<file path="src/rtl/botones_ctrl.sv">
// Debounced front-panel buttons: press pulses for feed/medicine, a test-mode
// toggle, and a long-hold detector on B_Reset that emits a single pet-reset pulse.
module botones_ctrl #(
  parameter int DEB_CYCLES  = 1_000_000,
  parameter int HOLD_CYCLES = 250_000_000
) (
  input  logic clk,
  input  logic reset,
  input  logic B_Test,
  input  logic B_Reset,
  input  logic B_Comida,
  input  logic B_Medicina,
  output logic modo_test,
  output logic reseteo,
  output logic Comida,
  output logic Medicina
);

  localparam int DEB_W = (DEB_CYCLES > 1) ? $clog2(DEB_CYCLES) : 1;
  localparam logic [DEB_W-1:0] DEB_LAST = DEB_W'(DEB_CYCLES - 1);
  localparam logic [27:0] HOLD_LAST = 28'(HOLD_CYCLES - 1);

  localparam int BTN_TEST  = 0;
  localparam int BTN_RESET = 1;
  localparam int BTN_FEED  = 2;
  localparam int BTN_MED   = 3;

  typedef enum logic [1:0] {
    IDLE,
    HOLDING,
    FIRED
  } state_t;

  logic [3:0] btn_n;
  logic [3:0] level;

  assign btn_n = {B_Medicina, B_Comida, B_Reset, B_Test};

  // One synchronizer + debouncer per button; level is the accepted "pressed" state.
  generate
    for (genvar gi = 0; gi < 4; gi++) begin : g_btn
      logic             sync1_q, sync1_d;
      logic             sync2_q, sync2_d;
      logic             level_q, level_d;
      logic [DEB_W-1:0] cnt_q, cnt_d;

      always_comb begin
        sync1_d = ~btn_n[gi];
        sync2_d = sync1_q;
        level_d = level_q;
        cnt_d   = '0;
        if (sync2_q != level_q) begin
          if (cnt_q == DEB_LAST) begin
            level_d = sync2_q;
          end else begin
            cnt_d = cnt_q + 1'b1;
          end
        end
      end

      always_ff @(posedge clk) begin
        if (reset) begin
          sync1_q <= 1'b0;
          sync2_q <= 1'b0;
          level_q <= 1'b0;
          cnt_q   <= '0;
        end else begin
          sync1_q <= sync1_d;
          sync2_q <= sync2_d;
          level_q <= level_d;
          cnt_q   <= cnt_d;
        end
      end

      assign level[gi] = level_q;
    end
  endgenerate

  logic [3:0] level_prev_q, level_prev_d;
  logic [3:0] press_q, press_d;
  state_t     state_q, state_d;
  logic [27:0] hold_q, hold_d;
  logic       reseteo_q, reseteo_d;
  logic       modo_q, modo_d;

  always_comb begin
    level_prev_d = level;
    press_d      = level & ~level_prev_q;

    state_d   = state_q;
    hold_d    = hold_q;
    reseteo_d = 1'b0;
    case (state_q)
      IDLE: begin
        if (press_q[BTN_RESET]) begin
          state_d = HOLDING;
          hold_d  = '0;
        end
      end
      HOLDING: begin
        if (!level[BTN_RESET]) begin
          state_d = IDLE;
        end else if (hold_q == HOLD_LAST) begin
          reseteo_d = 1'b1;
          state_d   = FIRED;
        end else if (hold_q != '1) begin
          hold_d = hold_q + 1'b1;
        end
      end
      FIRED: begin
        if (!level[BTN_RESET]) begin
          state_d = IDLE;
        end
      end
      default: state_d = IDLE;
    endcase

    // The pet reset overrides a test toggle landing on the same edge.
    modo_d = modo_q;
    if (reseteo_d) begin
      modo_d = 1'b0;
    end else if (press_q[BTN_TEST]) begin
      modo_d = ~modo_q;
    end
  end

  always_ff @(posedge clk) begin
    if (reset) begin
      level_prev_q <= '0;
      press_q      <= '0;
      state_q      <= IDLE;
      hold_q       <= '0;
      reseteo_q    <= 1'b0;
      modo_q       <= 1'b0;
    end else begin
      level_prev_q <= level_prev_d;
      press_q      <= press_d;
      state_q      <= state_d;
      hold_q       <= hold_d;
      reseteo_q    <= reseteo_d;
      modo_q       <= modo_d;
    end
  end

  assign modo_test = modo_q;
  assign reseteo   = reseteo_q;
  assign Comida    = press_q[BTN_FEED];
  assign Medicina  = press_q[BTN_MED];

endmodule

</file>
<file path="config.mk">
export PLATFORM = sky130hd
export DESIGN_NAME = botones_ctrl
export DESIGN_NICKNAME = d
export VERILOG_FILES = /design/src/rtl/botones_ctrl.sv
export SDC_FILE = /design/constraint.sdc
export NUM_CORES = 1
export LEC_CHECK = 0
export CAP_MARGIN = 10
export CORE_MARGIN = 3
export CORE_UTILIZATION = 62
export DETAILED_ROUTE_END_ITERATION = 12
export PLACE_DENSITY = 0.79
export SETUP_SLACK_MARGIN = 0.3
export SYNTH_ARGS = -nofsm -noshare
export SYNTH_HDL_FRONTEND = slang
export SYNTH_SLANG_ARGS = --single-unit
</file>
<file path="constraint.sdc">
create_clock -name clk -period 2.35 [get_ports clk]
set_input_delay 0.47 -clock clk [delete_from_list [all_inputs] [get_ports clk]]
set_output_delay 0.47 -clock clk [all_outputs]
set_load 0.01 [all_outputs]
</file>
### After elaboration in Yosys (flattened, before gate mapping)

Cells that the tools add are included.

* add/subtract/negate cells: 5
* mux-type cells: 13
* eq/ne operators: 18
* bitwise operators: 11
* reductions and logical operators: 13

Operators by type and width (count)
* $mux W28: 4
* $add A20 B1 Y20 const B: 4
* $eq A20 B20 Y1 const B: 4
* $pmux W28 S2: 1
* $add A28 B1 Y28 const B: 1
* $eq A28 B28 Y1 const B: 1
* $ne A28 B28 Y1 const B: 1
* $reduce_or A3 Y1: 4
* $ne A2 B2 Y1 const B: 5
* $not A1 Y1: 9
* $mux W2: 4
* $reduce_and A2 Y1: 4
* $pmux W2 S3: 1
* $reduce_and A5 Y1: 1
* $and A4 B4 Y4: 1
* $ne A1 B1 Y1: 4
* $not A4 Y4: 1
* $mux W1: 3
* $ne A3 B3 Y1 const B: 1
* $reduce_and A3 Y1: 1
* $eq A2 B1 Y1 const B: 1
* $eq A2 B2 Y1 const B: 1
* $logic_not A2 Y1: 1
* $reduce_bool A2 Y1: 1
* $reduce_or A2 Y1: 1

* output and inout port bits: 4
* input port bits: 6
* bits in registers: 132

### Logic depth before layout (Yosys ltp)

* word-level depth: 5
* mapped depth: 9

### Worst setup path after synthesis

Ideal clock, no wire load.

* path kind: reg-to-reg
* from: reg hold_q[0]
* to: reg hold_q[14]
* data arrival time: 2.029 ns
* path slack: 0.252 ns
* stages on the path, launching flop included: 9
* setup time: 0.069 ns
* required time: 2.281 ns
* path through: dfxtp_1 -> ha_1 -> and3_1 -> clkbuf_1 -> and4_4 -> a22oi_4 -> nand2_2 -> or4_1 -> o21ai_1

* cells in the longest elaborated chain, start to end: 5
* elaborated cells on any way between the ends: 10
* classes of those cells: 1 x add/sub; 4 x eq/ne; 4 x mux; 1 x reduce/logical

Ends and longest elaborated chain
* from (decl): RTL line 82 `logic [27:0] hold_q, hold_d;`
* from (signal assigned): RTL line 139 `hold_q <= hold_d;`
* $add A28 B1 Y28: RTL line 107 `hold_d = hold_q + 1'b1;`
* $mux W28: RTL line 106 `end else if (hold_q != '1) begin`
* $mux W28: RTL line 103 `end else if (hold_q == HOLD_LAST) begin`
* $mux W28: RTL line 101 `if (!level[BTN_RESET]) begin`
* $pmux W28 S2: RTL line 93 `case (state_q)`

Several ways; a longest one is shown, not always the timed one. The select of a mux whose other input is x is not followed.
A chain may end at the register's enable or synchronous reset.

### Final worst setup path

* from: reg hold_q[24]
* to: reg hold_q[23]

* cells in the longest elaborated chain, start to end: 3
* elaborated cells on any way between the ends: 5
* classes of those cells: 4 x eq/ne; 1 x reduce/logical

Ends and longest elaborated chain (RTL line)
* $ne A28 B28 Y1 or $eq A28 B28 Y1 (tied branches): 106, 103
* $ne A2 B2 Y1 (no source line)
* $reduce_and A5 Y1 (no source line) *

Every way passes the cells marked *; elsewhere a longest branch is shown, timed or not.

==> results.md <==
- Area after DPL: about 0.006 mm²
- Final layout net count: about 700
- Vias in the first global route: ~4600
- Count of cell types in the netlist: 48
- Die X: around 100 µm
- N_diodes: 0
- Setup TNS: 0 ns
- Placer congestion estimate: slightly above 0.9
- Worst EP required: about 2.8 ns
- Post-synth EDFFs: 0
- Global-route wire length before repair: 20.9 mm
- Post-route ant nets: 0
- Peak supply drop: between 600 and 700 µV
- Global-route usage over all layers: between 20% and 30%
- Outcome: completed
- Seq/Total Area, Yosys: 45.4%
- Max Cap Violations: 0
- Cell accounting for the most synthesized area: dfxtp_1
- Grt total ovfl: 0
- Worst-Skew Late Latency: roughly 0.52 ns
- Unrepaired setup endpoints after global routing: yes
- Die area: 0.0106 mm²
- Clk_skew: ~0.0057 ns
- Reg-to-Reg Start: hold_q[24]$_SDFFE_PP0P_
- Post-route DRC: 0
- Routed vias: 4920
- Worst-Margin Slew: between 0.4 and 0.5 ns
- Std cell rows: 34
- Met1 WL: around 5.6 mm
- TritonCTS buffer count: 17
- H-tree Lvls: 4
- Die height: about 100 µm
- Commonest cells in the netlist: 132 x dfxtp_1, 132 x nor2_1, 51 x nand3_1, 49 x nand2_1, 47 x xor2_1
- Gate Count Post-Synth: 682
- Synthesized area per cell: 8.53 µm²
- Fin crit period: 2.11 ns
- Leak: ~0.0024 µW
- Crit path DAT: around 2.6 ns
- Antenna violations before repair: 0
- Synth async-reset ratio: 0%
- Startpoint Class: register
- Worst setup path start: hold_q[24]$_SDFFE_PP0P_
- Router iterations before antenna repair: 5
- Final hold violations: 0
- Layout cell share with drive strength beyond 1: ~14%
- CTS sink count: 132
- Final-report max-slew violation count: 0
- Worst-path clk slew: ~0.060 ns
- Area grow syn2layout: 19.5%
- Final setup fails: 0
- Hold Path Origin: level_prev_q[2]$_SDFF_PP0_
- Hold Path Class: reg -> reg
- Post-synth top area share: a little under half
- Root buf cell: clkbuf_8
- Highest fanout seen on the critical path: 5
- Routed met2 length: 6.34 mm
- CP Capture Type: register
- Starting DRT DRC Count: approximately 380
- Met3 WL post-DR: 617 µm
- Synth Flop Type: dfxtp_1
- Avg WL per Cell: around 16 µm
- Number of synthesis warnings: 0
- Pwr Total: about 4800 µW
- Minimum hold slack: 0.380 ns
- Cell Pwr Density: about 690 mW/mm²
- Final period utilization: between 80 and 90%
- Yosys reg bits: about 130
- Core area: roughly 0.0089 mm²
- Starting Density: between 60% and 70%
- Mapped cell area: roughly 0.0058 mm²
- Crit Path Category: reg -> reg
- IO Port Bufs: 9
- Post-Route WL: between 10 and 15 mm
- FMAX: ~470 MHz
- DR top layer: met4
- Relative slew slack: 67.0%
- Main area contributors after synthesis: dfxtp_1 45%, nor2_1 8.5%, xor2_1 7.1%
- Maximum root-to-sink buffer count: 2
- CTS tree: built
- I/O pin count: 10
- Detailed placement HPWL: slightly below 8 mm
- Post-route cell area: between 0.006 and 0.007 mm²
- Via density per instance: between 5 and 6
- Mapped Nets: 693
- Largest net degree at the start of global routing: 33
[worst max-delay path: stages (launching register included)]
cell       delay (ns)
dfxtp_4          0.36
or4b_4           0.54
nor4_4           0.19
a22oi_4          0.09
buf_6            0.15
a211oi_4         0.24
buf_6            0.16
clkbuf_16        0.14
o21ai_1          0.07
o21ai_1          0.08
[cells in the final DEF (no fill, tap or decap), types with 5 or more instances in the layout]
cell             netlist  layout
a21oi_1               10      10
a31oi_1               10      10
and2_1                 7       6
and3_1                20      18
and4_1                12      12
buf_4                  0      15
clkbuf_16              0      18
clkbuf_8               0       5
clkdlybuf4s50_1        0       9
dfxtp_1              132     123
dfxtp_2                0       6
inv_1                  8       8
nand2_1               49      48
nand3_1               51      50
nand4_1               23      23
nor2_1               132     132
nor2b_1               10      10
nor3_1                12      12
nor4_1                10       8
nor4b_1                6       6
o21ai_1               31      17
o21ai_2                0      12
xnor2_1               30      30
xor2_1                47      47
[area by class of cell]
type	instances	area [µm²]
flip-flops and latches	132	2660
clock buffers	25	484
well taps	108	135
repair buffers	33	365
fillers	607	1980
inverters	8	30.0
clock inverters	4	72.6
multi-input cells	514	3200
[sequential cells by signal, indices dropped and copies added, names as in the netlist]
name / count
hold_q: 28
state_q: 2
g_btn.level_q: 4
g_btn.sync2_q: 4
g_btn.sync1_q: 4
modo_test: 1
press_q: 4
reseteo: 1
g_btn.cnt_q: 80
level_prev_q: 4
[report_power, final]
group	internal, µW	total [µW]	switching, µW	leakage, µW
combinational	39.4	80.8	41.4	0.00105
sequential	2240	2250	4.90	0.00107
clock	1600	2500	895	0.000270
[repair_timing]
item                                    in CTS  in global routing
hold buffers                                 0                  0
setup buffers                                4                  5
gates cloned                                 1                  2
endpoints found under the setup margin      61                 78
gates resized for setup                     14                 42
endpoints found under the hold margin        0                  0
pin swaps                                    4                 14
[stage by stage]
stage	instances	worst slack, ns	util [%]
4_1_cts	817	0.306	74.9
6_report	824	0.244	77.8
5_1_grt	824	0.184	77.8
3_3_place_gp	783	0.210	67.6
2_1_floorplan	682	0.314	-
3_5_place_dp	783	0.121	67.6
[worst paths after layout]
kind / cells past startpoint / slack [ns] / endpoint
setup / recovery: 9 / 0.24 / hold_q[23]$_SDFFE_PP0P_
hold / removal: 1 / 0.38 / press_q[2]$_SDFF_PP0_
setup reg to reg: 9 / 0.24 / hold_q[23]$_SDFFE_PP0P_
hold reg to reg: 1 / 0.38 / press_q[2]$_SDFF_PP0_
[per-layer routing]
layer	vias to the layer above	global-route usage [%]
li1	2416	-
met1	2329	30.6
met2	134	41.2
met3	41	5.95
met4	0	10.8
met5	-	0
[logic make-up after synthesis]
| logic type | synth area share (%) |
|---|---|
| AO/OA/AOI/OAI | 7.44 |
| XOR/XNOR | 11.6 |
| adder cells (fa/ha/maj) | 1.08 |
| buffers and inverters | 2.67 |
| flip-flops | 45.4 |
| multiplexers | 0.688 |
| AND/OR/NAND/NOR | 31.1 |
Power figures use the tool's default switching activity.
